`src/rtl/washer_view_scan.sv`:
```
// Washer display/LED front end: registered status LEDs plus a time-multiplexed digit scan
// with blink timing for error, pause and finish states.
module washer_view_scan #(
  parameter int NUM_DIGITS = 3,
  parameter int NUM_LEDS   = 8,
  parameter int BLINK_DIV  = 25000,
  parameter int SCAN_DIV   = 500
) (
  input  logic                    cp,
  input  logic                    rst_n,
  input  logic [2:0]              state,
  input  logic [NUM_LEDS+1:0]     data,
  input  logic [6*NUM_DIGITS-1:0] digits_in,
  output logic [NUM_LEDS-1:0]     led,
  output logic                    power_led,
  output logic                    set_led,
  output logic [NUM_DIGITS-1:0]   scan_sel,
  output logic [5:0]              scan_code
);

  localparam int MID = NUM_DIGITS / 2;
  localparam int BW  = (BLINK_DIV > 1) ? $clog2(BLINK_DIV) : 1;
  localparam int SW  = (SCAN_DIV > 1) ? $clog2(SCAN_DIV) : 1;
  localparam int IW  = (NUM_DIGITS > 1) ? $clog2(NUM_DIGITS) : 1;

  localparam logic [5:0] CODE_EMPTY = 6'd55;
  localparam logic [5:0] CODE_FULL  = 6'd56;
  localparam logic [5:0] CODE_PAUSE = 6'd57;

  typedef enum logic [2:0] {
    SHUTDOWN = 3'd0,
    BEGIN_ST = 3'd1,
    SET_ST   = 3'd2,
    RUN      = 3'd3,
    ERROR    = 3'd4,
    PAUSE    = 3'd5,
    FINISH   = 3'd6,
    ILLEGAL  = 3'd7
  } stateT;

  stateT          curState;
  logic [2:0]     prevState;
  logic [BW-1:0]  blinkCnt;
  logic           blinkOn;
  logic [SW-1:0]  scanCnt;
  logic [IW-1:0]  scanIdx;

  logic           blinkWrap;
  logic           restart;
  logic           blinkNext;
  logic           scanWrap;
  logic           isMid;
  logic [5:0]     curDigit;
  logic [5:0]     effCode;
  logic [NUM_LEDS-1:0] ledNext;

  assign curState  = stateT'(state);
  assign blinkWrap = (blinkCnt == BW'(BLINK_DIV - 1));
  assign scanWrap  = (scanCnt == SW'(SCAN_DIV - 1));
  assign restart   = (state != prevState) &&
                     (curState == ERROR || curState == PAUSE || curState == FINISH);
  // Outputs use the post-edge blink phase so a restart is visible on the same edge.
  assign blinkNext = restart ? 1'b1 : (blinkWrap ? ~blinkOn : blinkOn);
  assign isMid     = (scanIdx == IW'(MID));

  always_comb begin
    curDigit = digits_in[5:0];
    for (int k = 0; k < NUM_DIGITS; k++) begin
      if (scanIdx == IW'(k)) curDigit = digits_in[6*k +: 6];
    end
  end

  always_comb begin
    effCode = CODE_EMPTY;
    ledNext = '0;
    case (curState)
      BEGIN_ST: begin
        effCode = CODE_FULL;
        ledNext = '1;
      end
      SET_ST, RUN: begin
        effCode = curDigit;
        ledNext = data[NUM_LEDS-1:0];
      end
      ERROR: begin
        effCode = blinkNext ? curDigit : CODE_EMPTY;
        ledNext = data[NUM_LEDS-1:0];
      end
      PAUSE: begin
        effCode = (isMid && blinkNext) ? CODE_PAUSE : curDigit;
        ledNext = data[NUM_LEDS-1:0];
      end
      FINISH: begin
        effCode = blinkNext ? CODE_FULL : CODE_EMPTY;
        ledNext = blinkNext ? '1 : '0;
      end
      default: begin
        effCode = CODE_EMPTY;
        ledNext = '0;
      end
    endcase
  end

  always_ff @(posedge cp or negedge rst_n) begin
    if (!rst_n) begin
      led       <= '0;
      power_led <= 1'b0;
      set_led   <= 1'b0;
      scan_sel  <= NUM_DIGITS'(1);
      scan_code <= CODE_EMPTY;
      blinkCnt  <= '0;
      blinkOn   <= 1'b1;
      scanCnt   <= '0;
      scanIdx   <= '0;
      prevState <= 3'd0;
    end else begin
      prevState <= state;
      blinkOn   <= blinkNext;
      if (restart || blinkWrap) blinkCnt <= '0;
      else                      blinkCnt <= blinkCnt + BW'(1);

      if (scanWrap) begin
        scanCnt <= '0;
        scanIdx <= (scanIdx == IW'(NUM_DIGITS - 1)) ? '0 : scanIdx + IW'(1);
      end else begin
        scanCnt <= scanCnt + SW'(1);
      end

      led       <= ledNext;
      power_led <= data[NUM_LEDS];
      set_led   <= data[NUM_LEDS+1];
      scan_sel  <= NUM_DIGITS'(1) << scanIdx;
      scan_code <= effCode;
    end
  end

endmodule

```
`config.mk`:
```
export PLATFORM = sky130hd
export DESIGN_NAME = washer_view_scan
export DESIGN_NICKNAME = d
export VERILOG_FILES = /design/src/rtl/washer_view_scan.sv
export SDC_FILE = /design/constraint.sdc
export NUM_CORES = 1
export LEC_CHECK = 0
export ABC_AREA = 1
export BUFFER_PORTS_ARGS = -buffer_cell sky130_fd_sc_hd__buf_4
export CORE_MARGIN = 4
export CORE_UTILIZATION = 48
export DETAILED_ROUTE_END_ITERATION = 16
export PLACE_DENSITY = 0.75
export RECOVER_POWER = 50
export SLEW_MARGIN = 20
export SYNTH_ARGS = -nofsm -noshare
export SYNTH_HDL_FRONTEND = slang
export SYNTH_SLANG_ARGS = --single-unit
```
`constraint.sdc`:
```
create_clock -name cp -period 1.5 [get_ports cp]
set_input_delay 0.15 -clock cp [delete_from_list [all_inputs] [get_ports cp]]
set_output_delay 0.15 -clock cp [all_outputs]
set_load 0.03 [all_outputs]
```
* Word level (Yosys, flattened, before mapping) *
Cells that the tools add are included.

word-level totals
  flip-flop bits (word level) = 49
  latch bits = 0
  memory bits (writable) = 0
  memory bits (read-only) = 0
  input port bits = 33
  output and inout bits = 19
  word-level logic and storage cells = 46
  memories = 0

operators by class
  $add $sub $neg = 3
  $mul = 0
  divide/modulo/power cells = 0
  $lt $le $gt $ge = 0
  equality and inequality tests = 11
  shift operators = 1
  muxes and demuxes = 13
  bitwise logic cells = 1
  reductions and logical operators = 7

operators with widths
  kind                                                                    count
  6-bit one-hot mux with 5 select lines                                   1
  6-bit 2-to-1 mux                                                        4
  8-bit one-hot mux with 3 select lines                                   1
  15-bit by 1-bit adder with 15-bit output (second input constant)        1
  15-bit equality test (second input constant)                            1
  15-bit 2-to-1 mux                                                       1
  9-bit by 1-bit adder with 9-bit output (second input constant)          1
  3-bit equality test (second input constant)                             3
  9-bit equality test (second input constant)                             1
  9-bit 2-to-1 mux                                                        1
  8-bit 2-to-1 mux                                                        1
  3-bit by 2-bit equality test with 1-bit output (second input constant)  2
  4-bit 2-to-1 mux                                                        1
  4-bit OR reduction                                                      1
  3-bit by 1-bit equality test with 1-bit output (second input constant)  1
  1-bit logical OR                                                        3
  3-bit inequality test                                                   1
  1-bit by 2-bit << shifter with 3-bit output (first input constant)      1
  2-bit by 1-bit adder with 2-bit output (second input constant)          1
  2-bit by 1-bit equality test with 1-bit output (second input constant)  1
  2-bit equality test (second input constant)                             1
  1-bit logical AND                                                       2
  1-bit 2-to-1 mux                                                        2
  2-bit 2-to-1 mux                                                        1
  2 further kinds                                                         2

* Logic depth before layout (Yosys ltp) *
  depth after elaboration = 8
  mapped depth = 12
  depth with buffers taken out = 12

* Least setup slack after synthesis *
Ideal clock, no wire load.

  path type = reg-to-reg
  start = register blinkCnt[0]
  end = register led[0]
  setup time = 0.133 ns
  data arrival time = 1.347 ns
  required time = 1.367 ns
  setup slack = 0.020 ns
  stages on the path, launching flop included = 10
  path buffers = 0
  clock period less this slack = 1.480 ns
  cells stage by stage = dfrtp_1 ha_1 nand2_1 inv_2 nand2_1 nor2_4 nand3_1 nand3_4 a21oi_4 o21ai_0

between the ends
  cells in the longest elaborated chain, start to end = 5

RTL lines
  item                                   RTL line  source
  from (decl)                            43        logic [BW-1:0] blinkCnt;
  from (signal assigned)                 120       else blinkCnt <= blinkCnt + BW'(1);
  15-bit equality test                   58        assign blinkWrap = (blinkCnt == BW'(BLINK_DIV - 1));
  1-bit 2-to-1 mux (2 in a row)          63        assign blinkNext = restart ? 1'b1 : (blinkWrap ? ~blinkOn : blinkOn);
  net blinkNext                          50        logic blinkNext;
  8-bit 2-to-1 mux                       95        ledNext = blinkNext ? '1 : '0;
  8-bit one-hot mux with 3 select lines  76        case (curState)
  net ledNext[0]                         55        logic [NUM_LEDS-1:0] ledNext;
  to (signal assigned)                   129       led <= ledNext;
  to (decl)                              14        output logic [NUM_LEDS-1:0] led,

The timed path passes the listed nets, and every way through them passes these cells.
A chain may end at the register's enable or synchronous reset.

* Worst setup path after layout *
  start = register blinkCnt[1]
  end = register scan_code[0]

between the ends
  cells in the longest elaborated chain, start to end = 6
  elaborated cells between the ends (all ways) = 8
  classes of those cells = eq/ne: 1; mux: 6; reduce/logical: 1

RTL lines
  item                                       RTL line  source
  15-bit equality test (*)                   58
  1-bit 2-to-1 mux (*) (2 in a row)          63
  net blinkNext                              50
  1-bit logical AND                          90        effCode = (isMid && blinkNext) ? CODE_PAUSE : curDigit;
  6-bit 2-to-1 mux                           90
  6-bit one-hot mux with 5 select lines (*)  76
  net effCode[0]                             54        logic [5:0] effCode;
  to (signal assigned)                       133       scan_code <= effCode;
  to (decl)                                  18        output logic [5:0] scan_code

Mark *: on every way through the listed nets, which the timed path passes. The rest lies on a longest branch.

==> results.txt <==
Entering global routing, the biggest net connects 50 pins. The checks that failed: negative setup slack. For this design, the slowest cell found on the critical path is sky130_fd_sc_hd__dfrtp_1.

The run finished, with violations left. After global routing the overflow that remains totals 0. STA classifies the critical path startpoint as a flop.

The clock edge transition at the registers on the reported setup and hold paths is 0.10 ns. The run gives 0.229 as the headroom to the max-slew limit. At the worst endpoint, the required time is 1.74 ns. Pin slew with the least headroom to its limit: 1.16 ns. Counting the fill cells in the layout gives 420. The worst-case IR drop observed on VDD is 0.444 mV. Pin placement for this block handled 52 I/O pins. For this run, the slowest stage of the critical path takes 0.36 ns. The average footprint of a synthesized cell is 8.35 µm², and the count of buffers inserted at the top-level ports is 51. Summed over all cells, the static leakage comes to 0.00162 µW. In this run, the number of DRC markers left after iteration 0 of detailed routing was 65.

Yosys printed 0 warnings. 0 antenna diodes ended up in the layout. The minimum clock period was 1.65 ns. The run gives 5 as the number of buffers added by the clock tree synthesis step. The critical path goes through ha_2 > nand2_2 > inv_2 > nand2_2 > nor2_4 > nand2_2 > nand2_2 > nand3_4 > buf_6 > o21a_1 > nand3_1. The tools report the CTS root buffer as sky130_fd_sc_hd__clkbuf_8.

Among all cell types in the netlist, the one instantiated most often is sky130_fd_sc_hd__nand2_1. The tools report the die footprint as 6170 µm². The number of buffer and inverter stages on the critical path is 2.

The tools report the hold slack as 0.0647 ns. The tools report the number of max-slew violations in the final report as 0. The number of endpoints failing setup at the final stage is 29, and the standard-cell row count is 25.

Grouping stages by cell kind, the critical path spends the most delay in simple AND/OR/NAND/NOR gates. The synthesis-to-finish area growth is 34.2%. In the post-synthesis netlist, the biggest area contributors are sky130_fd_sc_hd__dfrtp_1 (44%), sky130_fd_sc_hd__nand2_1 (10%), sky130_fd_sc_hd__dfstp_2 (7.7%), sky130_fd_sc_hd__inv_1 (6.4%), sky130_fd_sc_hd__nor2_1 (5.2%). After detailed routing, the number of remaining DRC violations is 0. The area of all placed cells without fillers is 3200 µm².

The run gives 2091 as the via count of the routed design. The highest clock rate is 605 MHz. The via count of the first global-routing pass came out at 2065. Clock latency on the worst-skew pair, taken at its later pin, is 0.30 ns. Once detail routing completed, the nets flagged for antenna violations numbered 0. From bottom edge to top edge, the die measures 78.5 µm. The floorplan step set the die width to 78.5 µm. TritonCTS built the clock tree. The share of the yosys chip area belonging to registers is 0.517.

The wire length per cell is 12.0 µm, and the global-route wire length before repair is 8910 µm. Across the routed clock network, the largest skew measured is 0.0119 ns. Using the TritonRoute via totals, the vias-per-cell ratio works out to 4.77. Number of nets in the layout: 407.

The number of flops mapped to enable cells by yosys was 0. The critical path data arrival time was 1.89 ns; the initial antenna violation count was 0. The routed design has 5270 µm of wire.

The maximum fanout count along the critical path works out to 6. Counting instances in the post-synthesis netlist gives the leading cell types as sky130_fd_sc_hd__nand2_1 (66), sky130_fd_sc_hd__dfrtp_1 (42), sky130_fd_sc_hd__inv_1 (41). Setup repair after global routing could not meet its margin everywhere. Among the stages of the critical path, the cell type that occurs most often is sky130_fd_sc_hd__nand2_2.

The final period utilization came out at 1.10. The run gives 2 as the maximum buffer depth of the clock tree. STA classifies the critical path endpoint as a flop. The number of failing hold endpoints at the final stage is 0.

The most used flip-flop cell after synthesis is sky130_fd_sc_hd__dfrtp_1. The tree built by TritonCTS fans out to 49 sinks. The run gives 286 as the count of mapped cells out of synthesis. For the H-tree depth, the log shows 2.

The tools report the post-route worst setup slack as -0.153 ns. The fraction of layout instances using a drive strength above 1 is 0.321. The run gives 4 as the length of the first detailed-routing pass in iterations.

Overall power consumption after layout is estimated at 2770 µW. The logs give 0.181 for the overall routing resource usage and 0.499 for the effective utilization at floorplan. In the final layout, flip-flops and latches occupy 1230 µm². The region available for standard cell placement spans 4790 µm². Of all cell types, the one taking the most synthesized area is sky130_fd_sc_hd__dfrtp_1.

The share of async-settable or async-resettable flops after synthesis was 1.00; the worst slack at placement was -0.144 ns. The global placement routability congestion is 0.880, and the power per cell area is 865 nW/µm². The top-area cell type share of the netlist area was 0.440; the area of the multi-input gates was 1020 µm².

The count of max-cap constraint violations was 0. The post-synth net total came out at 323. The cell area after placement is 2960 µm².

Yosys mapped the design onto 34 distinct sky130hd cell types. The cell area that synthesis handed to floorplanning was 2390 µm². The post-DP HPWL came out at 3740 µm. The type of the worst setup path was flop to flop. The tightest min-delay check is of the input port to flop type.

Counting flops and latches in the post-synthesis netlist gives 49.
[final cells by class]
type                            instances  share of cell area
Clock buffer                            6              0.0226
Clock inverter                          2             0.00508
Inverter                               47              0.0554
Multi-Input combinational cell        189               0.319
Sequential cell                        49               0.385
Tap cell                               67              0.0262
Timing Repair Buffer                   78               0.186
[layer usage]
layer / track usage / part of all wire / wire [µm] / vias to the layer above
li1: - / - / - / 1067
met1: 0.210 / 0.40 / 2130 / 966
met2: 0.319 / 0.52 / 2720 / 52
met3: 0.0528 / 0.065 / 341 / 6
met4: 0.0594 / 0.014 / 76 / 0
met5: 0 / 0 / 0 / -
[power breakdown]
part / leakage (µW) / internal [µW] / switching [µW]
logic: 0.000961 / 237 / 288
clock network: 0.0000414 / 332 / 451
registers: 0.000613 / 1410 / 47.4
total: 0.00162 / 1980 / 787
[kinds of logic after synthesis]
group,share of synthesized area
fa+ha+maj,0.0210
flops,0.517
compound gates,0.0807
mux,0.00838
xor+xnor,0.0110
buf+inv,0.0796
simple gates,0.282
[state kept, by name, summed over array words and instances, names as in the netlist]
signal and cells:
blinkCnt 15, scanCnt 9, led 8, scan_code 6
prevState 3, scan_sel 3, scanIdx 2, blinkOn 1
power_led 1, set_led 1
[per-stage QoR]
step           instances  utilization  TNS [ns]
6_report             438        0.670     -2.53
5_1_grt              438        0.670     -9.73
4_1_cts              435        0.661     -1.04
3_5_place_dp         417        0.618     -1.43
3_3_place_gp         417        0.618    -0.581
2_1_floorplan        286            -         0
[path summary, 6_finish.rpt]
path                              from      endpoint  slack [ns]  cells past startpoint
max reg2reg                blinkCnt[1]  scan_code[0]       -0.15                     11
max                        blinkCnt[1]  scan_code[0]       -0.15                     11
max in group asynchronous        rst_n  prevState[2]        0.18                      2
min                            data[4]        led[4]        0.06                      3
min in group asynchronous        rst_n     power_led        0.59                      2
min reg2reg                 scanCnt[0]    scanCnt[0]        0.47                      1
[worst min-delay path, stage by stage]
cell and delay [ns]:
sky130_fd_sc_hd__buf_4 0.10, sky130_fd_sc_hd__inv_1 0.04, sky130_fd_sc_hd__o21ai_1 0.05
[what timing repair did]
action | CTS | global route
setup buffers | 4 | 3
endpoints found under the hold margin | 46 | 0
hold buffers | 5 | 0
setup endpoints to repair | 16 | 30
pin swaps | 4 | 6
resized for setup | 14 | 10
gates cloned | 1 | 0
[cell usage in the layout (no fill, tap or decap), types with 3 or more instances in the layout]
master	count
sky130_fd_sc_hd__a21oi_1	6
sky130_fd_sc_hd__a31oi_1	3
sky130_fd_sc_hd__buf_4	60
sky130_fd_sc_hd__buf_6	5
sky130_fd_sc_hd__clkbuf_1	6
sky130_fd_sc_hd__clkbuf_8	5
sky130_fd_sc_hd__dfrtp_1	42
sky130_fd_sc_hd__dfstp_2	7
sky130_fd_sc_hd__dlygate4sd3_1	5
sky130_fd_sc_hd__ha_1	3
sky130_fd_sc_hd__inv_1	41
sky130_fd_sc_hd__inv_2	5
sky130_fd_sc_hd__nand2_1	61
sky130_fd_sc_hd__nand2_2	8
sky130_fd_sc_hd__nand3_1	16
sky130_fd_sc_hd__nor2_1	33
sky130_fd_sc_hd__nor2_2	6
sky130_fd_sc_hd__nor2_4	3
sky130_fd_sc_hd__nor3_1	8
sky130_fd_sc_hd__o21ai_0	11
sky130_fd_sc_hd__o21ai_1	4
Note: power is estimated with default switching activity, not from simulation.
